==> src/rtl/grid_pkg.sv <==
// Shared grid playfield definitions: geometry defaults, cell encoding,
// line-clear state encoding and the line-clear score award table.
package grid_pkg;

    localparam int GRID_COLS_DEF  = 10;
    localparam int GRID_ROWS_DEF  = 20;
    localparam int DATA_WIDTH_DEF = 8;
    localparam int ADDR_WIDTH_DEF = 8;

    localparam int CELL_EMPTY = 0;

    typedef enum logic [2:0] {
        IDLE  = 3'd0,
        READ  = 3'd1,
        EVAL  = 3'd2,
        WRITE = 3'd3,
        FILL  = 3'd4,
        DONE  = 3'd5
    } lc_state_t;

    localparam logic [15:0] AWARD_1 = 16'd40;
    localparam logic [15:0] AWARD_2 = 16'd100;
    localparam logic [15:0] AWARD_3 = 16'd300;
    localparam logic [15:0] AWARD_4 = 16'd1200;

    function automatic logic [15:0] line_award(input logic [4:0] n);
        case (n)
            5'd1:    return AWARD_1;
            5'd2:    return AWARD_2;
            5'd3:    return AWARD_3;
            5'd4:    return AWARD_4;
            default: return 16'd0;
        endcase
    endfunction

endpackage

==> src/rtl/grid_row_addr.sv <==
// Combinational cell address generator: addr = row*GRID_COLS + col.
// Shared between the line-clear engine and the renderer.
module grid_row_addr #(
    parameter int ADDR_WIDTH = 8,
    parameter int GRID_COLS  = 10,
    parameter int ROW_W      = 6,
    parameter int COL_W      = 4
) (
    input  logic [ROW_W-1:0]      row,
    input  logic [COL_W-1:0]      col,
    output logic [ADDR_WIDTH-1:0] addr
);

    assign addr = ADDR_WIDTH'(row) * ADDR_WIDTH'(GRID_COLS) + ADDR_WIDTH'(col);

endmodule

==> src/rtl/grid_line_clear.sv <==
// Tetris line-clear engine: scans the grid bottom-up, compacts surviving rows
// and zero-fills the top. Optional score output under macro GRID_LC_SCORE_EN.
import grid_pkg::*;

module grid_line_clear #(
    parameter int DATA_WIDTH = DATA_WIDTH_DEF,
    parameter int ADDR_WIDTH = ADDR_WIDTH_DEF,
    parameter int GRID_COLS  = GRID_COLS_DEF,
    parameter int GRID_ROWS  = GRID_ROWS_DEF
) (
    input  logic                  clk,
    input  logic                  reset,
    input  logic                  start,
    output logic                  busy,
    output logic                  done,
    output logic [4:0]            lines_cleared,
    output logic [ADDR_WIDTH-1:0] mem_addr,
    output logic [DATA_WIDTH-1:0] mem_wdata,
    output logic                  mem_we,
    input  logic [DATA_WIDTH-1:0] mem_rdata
`ifdef GRID_LC_SCORE_EN
    ,
    output logic [15:0]           score
`endif
);

    localparam int ROW_W = $clog2(GRID_ROWS) + 1;
    localparam int COL_W = $clog2(GRID_COLS + 1);

    lc_state_t                state_r, state_n;
    logic [COL_W-1:0]         col_r, col_n;
    logic signed [ROW_W-1:0]  src_r, src_n, dst_r, dst_n;
    logic [DATA_WIDTH-1:0]    row_buf_r [GRID_COLS];
    logic                     full_r, full_n;
    logic [4:0]               lines_r, lines_n;
    logic                     busy_r, done_r;
    logic [4:0]               lines_cleared_r;
    logic                     act_s, we_s, cap_s, exit_s;
    logic [ROW_W-1:0]         row_sel_s;
    logic [DATA_WIDTH-1:0]    wdata_s;
    logic [ADDR_WIDTH-1:0]    addr_s;

    grid_row_addr #(
        .ADDR_WIDTH (ADDR_WIDTH),
        .GRID_COLS  (GRID_COLS),
        .ROW_W      (ROW_W),
        .COL_W      (COL_W)
    ) u_addr (
        .row  (row_sel_s),
        .col  (col_r),
        .addr (addr_s)
    );

    // Next-state, counter updates and port A drive
    always_comb begin
        state_n   = state_r;
        col_n     = col_r;
        src_n     = src_r;
        dst_n     = dst_r;
        full_n    = full_r;
        lines_n   = lines_r;
        act_s     = 1'b0;
        we_s      = 1'b0;
        cap_s     = 1'b0;
        exit_s    = 1'b0;
        row_sel_s = src_r;
        wdata_s   = {DATA_WIDTH{1'b0}};
        case (state_r)
            IDLE: begin
                if (start) begin
                    state_n = READ;
                    col_n   = {COL_W{1'b0}};
                    src_n   = ROW_W'(GRID_ROWS - 1);
                    dst_n   = ROW_W'(GRID_ROWS - 1);
                    lines_n = 5'd0;
                    full_n  = 1'b1;
                end else begin
                    state_n = IDLE;
                end
            end
            READ: begin
                act_s = (col_r < COL_W'(GRID_COLS));
                if (col_r != {COL_W{1'b0}}) begin
                    cap_s  = 1'b1;
                    full_n = full_r & (mem_rdata != DATA_WIDTH'(CELL_EMPTY));
                end else begin
                    cap_s = 1'b0;
                end
                if (col_r == COL_W'(GRID_COLS)) begin
                    state_n = EVAL;
                    col_n   = {COL_W{1'b0}};
                end else begin
                    col_n = col_r + COL_W'(1);
                end
            end
            EVAL: begin
                src_n = src_r - ROW_W'(1);
                if (full_r) begin
                    lines_n = lines_r + 5'd1;
                    exit_s  = 1'b1;
                end else if (src_r != dst_r) begin
                    state_n = WRITE;
                    col_n   = {COL_W{1'b0}};
                end else begin
                    dst_n  = dst_r - ROW_W'(1);
                    exit_s = 1'b1;
                end
            end
            WRITE: begin
                act_s     = 1'b1;
                we_s      = 1'b1;
                row_sel_s = dst_r;
                wdata_s   = row_buf_r[col_r];
                if (col_r == COL_W'(GRID_COLS - 1)) begin
                    dst_n  = dst_r - ROW_W'(1);
                    exit_s = 1'b1;
                end else begin
                    col_n = col_r + COL_W'(1);
                end
            end
            FILL: begin
                act_s     = 1'b1;
                we_s      = 1'b1;
                row_sel_s = dst_r;
                if (col_r == COL_W'(GRID_COLS - 1)) begin
                    dst_n = dst_r - ROW_W'(1);
                    col_n = {COL_W{1'b0}};
                    if (dst_n[ROW_W-1]) begin
                        state_n = DONE;
                    end else begin
                        state_n = FILL;
                    end
                end else begin
                    col_n = col_r + COL_W'(1);
                end
            end
            DONE: begin
                state_n = IDLE;
            end
            default: begin
                state_n = IDLE;
            end
        endcase

        // Shared exit after a row is retired: more rows to scan, fill, or finish
        if (exit_s) begin
            col_n  = {COL_W{1'b0}};
            full_n = 1'b1;
            if (!src_n[ROW_W-1]) begin
                state_n = READ;
            end else if (dst_n[ROW_W-1] || (lines_n == 5'd0)) begin
                state_n = DONE;
            end else begin
                state_n = FILL;
            end
        end else begin
            full_n = full_n;
        end
    end

    // State, counters, row buffer and registered status outputs
    always_ff @(posedge clk) begin
        if (reset) begin
            state_r         <= IDLE;
            col_r           <= {COL_W{1'b0}};
            src_r           <= {ROW_W{1'b0}};
            dst_r           <= {ROW_W{1'b0}};
            full_r          <= 1'b0;
            lines_r         <= 5'd0;
            busy_r          <= 1'b0;
            done_r          <= 1'b0;
            lines_cleared_r <= 5'd0;
            for (int i = 0; i < GRID_COLS; i++) begin
                row_buf_r[i] <= {DATA_WIDTH{1'b0}};
            end
        end else begin
            state_r <= state_n;
            col_r   <= col_n;
            src_r   <= src_n;
            dst_r   <= dst_n;
            full_r  <= full_n;
            lines_r <= lines_n;
            busy_r  <= (state_n != IDLE) && (state_n != DONE);
            done_r  <= (state_n == DONE);
            if (state_n == DONE) begin
                lines_cleared_r <= lines_n;
            end else begin
                lines_cleared_r <= lines_cleared_r;
            end
            if (cap_s) begin
                row_buf_r[col_r - COL_W'(1)] <= mem_rdata;
            end else begin
                row_buf_r <= row_buf_r;
            end
        end
    end

`ifdef GRID_LC_SCORE_EN
    logic [15:0] score_r;
    logic [16:0] score_sum_s;

    assign score_sum_s = {1'b0, score_r} + {1'b0, line_award(lines_n)};

    // Saturating score accumulator, credited as the pass finishes
    always_ff @(posedge clk) begin
        if (reset) begin
            score_r <= 16'd0;
        end else if (state_n == DONE) begin
            score_r <= score_sum_s[16] ? 16'hFFFF : score_sum_s[15:0];
        end else begin
            score_r <= score_r;
        end
    end

    assign score = score_r;
`endif

    assign busy          = busy_r;
    assign done          = done_r;
    assign lines_cleared = lines_cleared_r;
    assign mem_we        = we_s;
    assign mem_wdata     = wdata_s;
    assign mem_addr      = act_s ? addr_s : {ADDR_WIDTH{1'b0}};

endmodule
==> config.mk <==
export PLATFORM = sky130hd
export DESIGN_NAME = grid_line_clear
export DESIGN_NICKNAME = d
export VERILOG_FILES = /design/src/rtl/grid_pkg.sv /design/src/rtl/grid_row_addr.sv /design/src/rtl/grid_line_clear.sv
export SDC_FILE = /design/constraint.sdc
export NUM_CORES = 1
export LEC_CHECK = 0
export CAP_MARGIN = 10
export CORE_MARGIN = 4
export CORE_UTILIZATION = 60
export DETAILED_ROUTE_END_ITERATION = 8
export MAX_ROUTING_LAYER = met4
export PLACE_DENSITY_LB_ADDON = 0.05
export SYNTH_ARGS = -nofsm -noshare
export SYNTH_HDL_FRONTEND = slang
export SYNTH_SLANG_ARGS = --single-unit
==> constraint.sdc <==
create_clock -name clk -period 4.9 [get_ports clk]
set_input_delay 0.49 -clock clk [delete_from_list [all_inputs] [get_ports clk]]
set_output_delay 0.49 -clock clk [all_outputs]
set_load 0.02 [all_outputs]
==> results.py <==
metrics = {
    "status": {
        "status": "finished clean",
    },
    "clock_tree": {
        "cts-root-buf": "clkbuf_8",
        "cts_tree": "yes",
        "insertion_delay_ns": 0.39,
        "cts_made_buffers": 9,
        "clk_pin_slew_ns": 0.11,
        "cts_buffer_depth": 2,
        "clock-sinks": 112,
        "post-cts-setup-buffer-count": 0,
        "htreeDepth": 3,
    },
    "die": {
        "chipWidth_um": 109.4,
        "initial_core_util_pct": 62.21,
        "num_rows": 36,
        "die_h_um": 109.4,
        "core_area_um2": 9910,
        "die_area_um2": 11960,
        "ioPinCount": 35,
    },
    "finish": {
        "diodes": 0,
        "fin_util_pct": 68.04,
        "mostFrequentLayoutCells": "dfxtp_1, nand2_1, a21oi_1, o21ai_0, nor2_1",
        "syn_to_final_growth_pct": 9.377,
        "final_common_cell": "dfxtp_1",
        "drive_above_1_share_pct": 9.799,
        "nNetsFinal": 775,
    },
    "synth": {
        "yosysUniqueCellTypes": 71,
        "syn_area_um2": 6165,
        "yosys_warnings": 0,
        "ys_seq_area_share_pct": 36.37,
        "syn_inst": 736,
        "syn_area_per_cell_um2": 8.376,
        "synth-seq-cells": 112,
        "synth_edf_count": 0,
        "synthFlopType": "dfxtp_1",
        "syn-num-nets": 769,
        "async_flop_share_pct": 0,
    },
    "grt": {
        "grt_pass1_wl_um": 27360,
        "antenna_found_initial": 0,
        "grt_use_total_pct": 30.25,
        "grt_pass1_vias": 5552,
        "grt_overflow": 0,
        "grt_max_degree": 89,
    },
    "detailed_routing": {
        "drc": 0,
        "wl_um": 16620,
        "via_per_inst": 6.293,
        "vias": 5525,
        "drtIter0Drc": 518,
        "wl_per_cell_um": 18.93,
        "dr.pass1.iters": 5,
        "detail-route-antenna-nets": 0,
    },
    "setup_path": {
        "cp.arrival_ns": 4.20,
        "cp_max_fo": 9,
        "worstSetupPathType": "flip-flop to primary output",
        "required_ns": 4.41,
        "end_kind": "primary output",
        "worst_setup_path_start_kind": "flip-flop",
    },
    "power_and_ir_drop": {
        "clkPwrFrac_pct": 32.4,
        "irDropWorstVdd_v": 0.0003006,
        "p_leak_nw": 2.327,
        "sw_frac_of_total_pct": 28.48,
        "intPower_mw": 1.237,
        "power_switching_uw": 492.5,
        "power_frac_comb_pct": 13.2,
        "powerDensity_nw_per_um2": 256.5,
        "seqPwrFrac_pct": 54.4,
        "total_power_mw": 1.729,
    },
    "timing": {
        "max_slew_margin_pct": 38.15,
        "post-route-period-util_pct": 95.77,
        "tightest_slew_ns": 0.9278,
        "finalSetupViolCount": 0,
        "fin_tns_setup_ns": 0,
        "rsz0062_at_grt": "no",
        "slew_viol_final": 0,
        "fin_worst_skew_ns": 0.008907,
        "layout_setup_ws_ns": 0.2073,
        "timing.fmax_ghz": 0.2131,
        "fin_crit_ns": 4.693,
        "fin_hold_ws_ns": 0.4393,
        "hold_viol_final": 0,
    },
    "placement": {
        "gp_congestion": 0.9537,
        "numPortBuffers": 34,
        "dp_hpwl_um": 11280,
        "place_ws_ns": 0.3503,
    },
    "run": {
        "drv_cap": 0,
    },
    "min_path": {
        "hp-class": "primary input to flip-flop",
    },
}
==> synth_stat cells (all sizes together) (2+ instances only) <==
cell / n / area [µm²]
dfxtp: 112 / 2242
nand2: 90 / 337.8
a21oi: 89 / 445.4
o21ai: 75 / 375.4
nor2: 70 / 265.3
clkbuf: 39 / 146.4
mux2i: 31 / 310.3
ha: 20 / 250.2
inv: 20 / 75.07
mux4: 14 / 315.3
nor3: 14 / 70.07
buf: 11 / 61.31
nor2b: 10 / 62.56
a31oi: 9 / 56.30
xor2: 9 / 78.83
a21o: 8 / 60.06
mux2: 8 / 97.59
nand3: 8 / 40.04
xnor2: 8 / 70.07
o22a: 7 / 61.31
nor4: 6 / 58.80
or2: 6 / 37.54
a211oi: 5 / 42.54
nand2b: 5 / 31.28
a311oi: 4 / 58.81
and2: 4 / 25.02
nand3b: 4 / 30.03
o22ai: 4 / 31.28
o31ai: 4 / 35.03
a31o: 3 / 26.28
nand4b: 3 / 26.28
nor3b: 3 / 27.52
or3: 3 / 23.77
or3b: 3 / 26.28
a211o: 2 / 17.52
a221oi: 2 / 17.52
a32o: 2 / 20.02
fa: 2 / 40.04
nand4: 2 / 12.51
o21a: 2 / 15.01
==> repair_timing <==
item | CTS | global route
endpoints found under the setup margin | 1 | 1
resized for setup | 1 | 1
hold buffers | 0 | 0
==> cell type report <==
cell class	count	area [µm²]
Multi-Input combinational cell	554	3654
Clock inverter	5	65.06
Inverter	20	75.07
Timing Repair Buffer	45	416.7
Fill cell	868	3167
Sequential cell	112	2242
Tap cell	133	166.4
Clock buffer	9	123.9
==> stage by stage <==
step           area (µm²)  std cells
3_3_place_gp         6554        864
5_1_grt              6743        878
3_5_place_dp         6554        864
6_report             6743        878
2_1_floorplan        6165        736
4_1_cts              6741        878
==> layer usage <==
metal / global-route usage [%] / vias to the layer above / wire, µm
li1: - / 2621 / -
met1: 34.05 / 2629 / 6643
met2: 51.09 / 220 / 8226
met3: 6.518 / 55 / 1065
met4: 14.60 / 0 / 689
met5: - / - / 0
==> power by group through the flow <==
stage | Sequential [mW] | Clock [mW] | Combinational [mW]
6_report | 0.940 | 0.560 | 0.229
5_1_grt | 0.942 | 0.613 | 0.252
4_1_cts | 0.940 | 0.575 | 0.226
3_5_place_dp | 0.960 | 0 | 0.225
3_3_place_gp | 0.960 | 0 | 0.221
2_1_floorplan | 0.954 | 0 | 0.164
==> cells by family after synthesis <==
logic type               count (synthesis)  share of synthesized area, %
AND/OR/NAND/NOR                        236                         18.21
AO/OA/AOI/OAI                          226                         21.98
flip-flops                             112                         36.37
buffers and inverters                   70                         4.587
multiplexers                            53                         11.73
adder cells (fa/ha/maj)                 22                         4.709
XOR/XNOR                                17                         2.415
==> sequential cells by signal, summed over array words and instances (netlist names) <==
signal / flops
full_r: 1
lines_r: 5
col_r: 4
row_buf_r: 80
busy: 1
lines_cleared: 5
state_r: 3
dst_r: 6
src_r: 6
done: 1
==> worst max-delay path, stage by stage, from the launching register on <==
cell and delay, ns:
dfxtp_1 0.33, or3b_1 0.48, and2_2 0.30, mux2_2 0.31, ha_1 0.29, ha_1 0.17, inv_1 0.07, fa_1 0.38
xnor2_1 0.23, or3b_2 0.47, xor2_1 0.18, xnor2_1 0.13, nor2b_1 0.13, dlygate4sd2_1 0.34
==> worst paths after layout <==
path                            startpoint                       endpoint  slack, ns  depth (start not counted)
min                                  reset          src_r[3]$_SDFFE_PP0P_       0.44                          2
max reg2reg          col_r[0]$_SDFFE_PP0P_     row_buf_r[28]$_SDFFE_PP0P_       1.37                          7
max                  state_r[0]$_SDFF_PP0_                    mem_addr[7]       0.21                         13
min reg2reg  lines_cleared[3]$_SDFFE_PP0N_  lines_cleared[3]$_SDFFE_PP0N_       0.47                          2
Power figures use the tool's default switching activity.
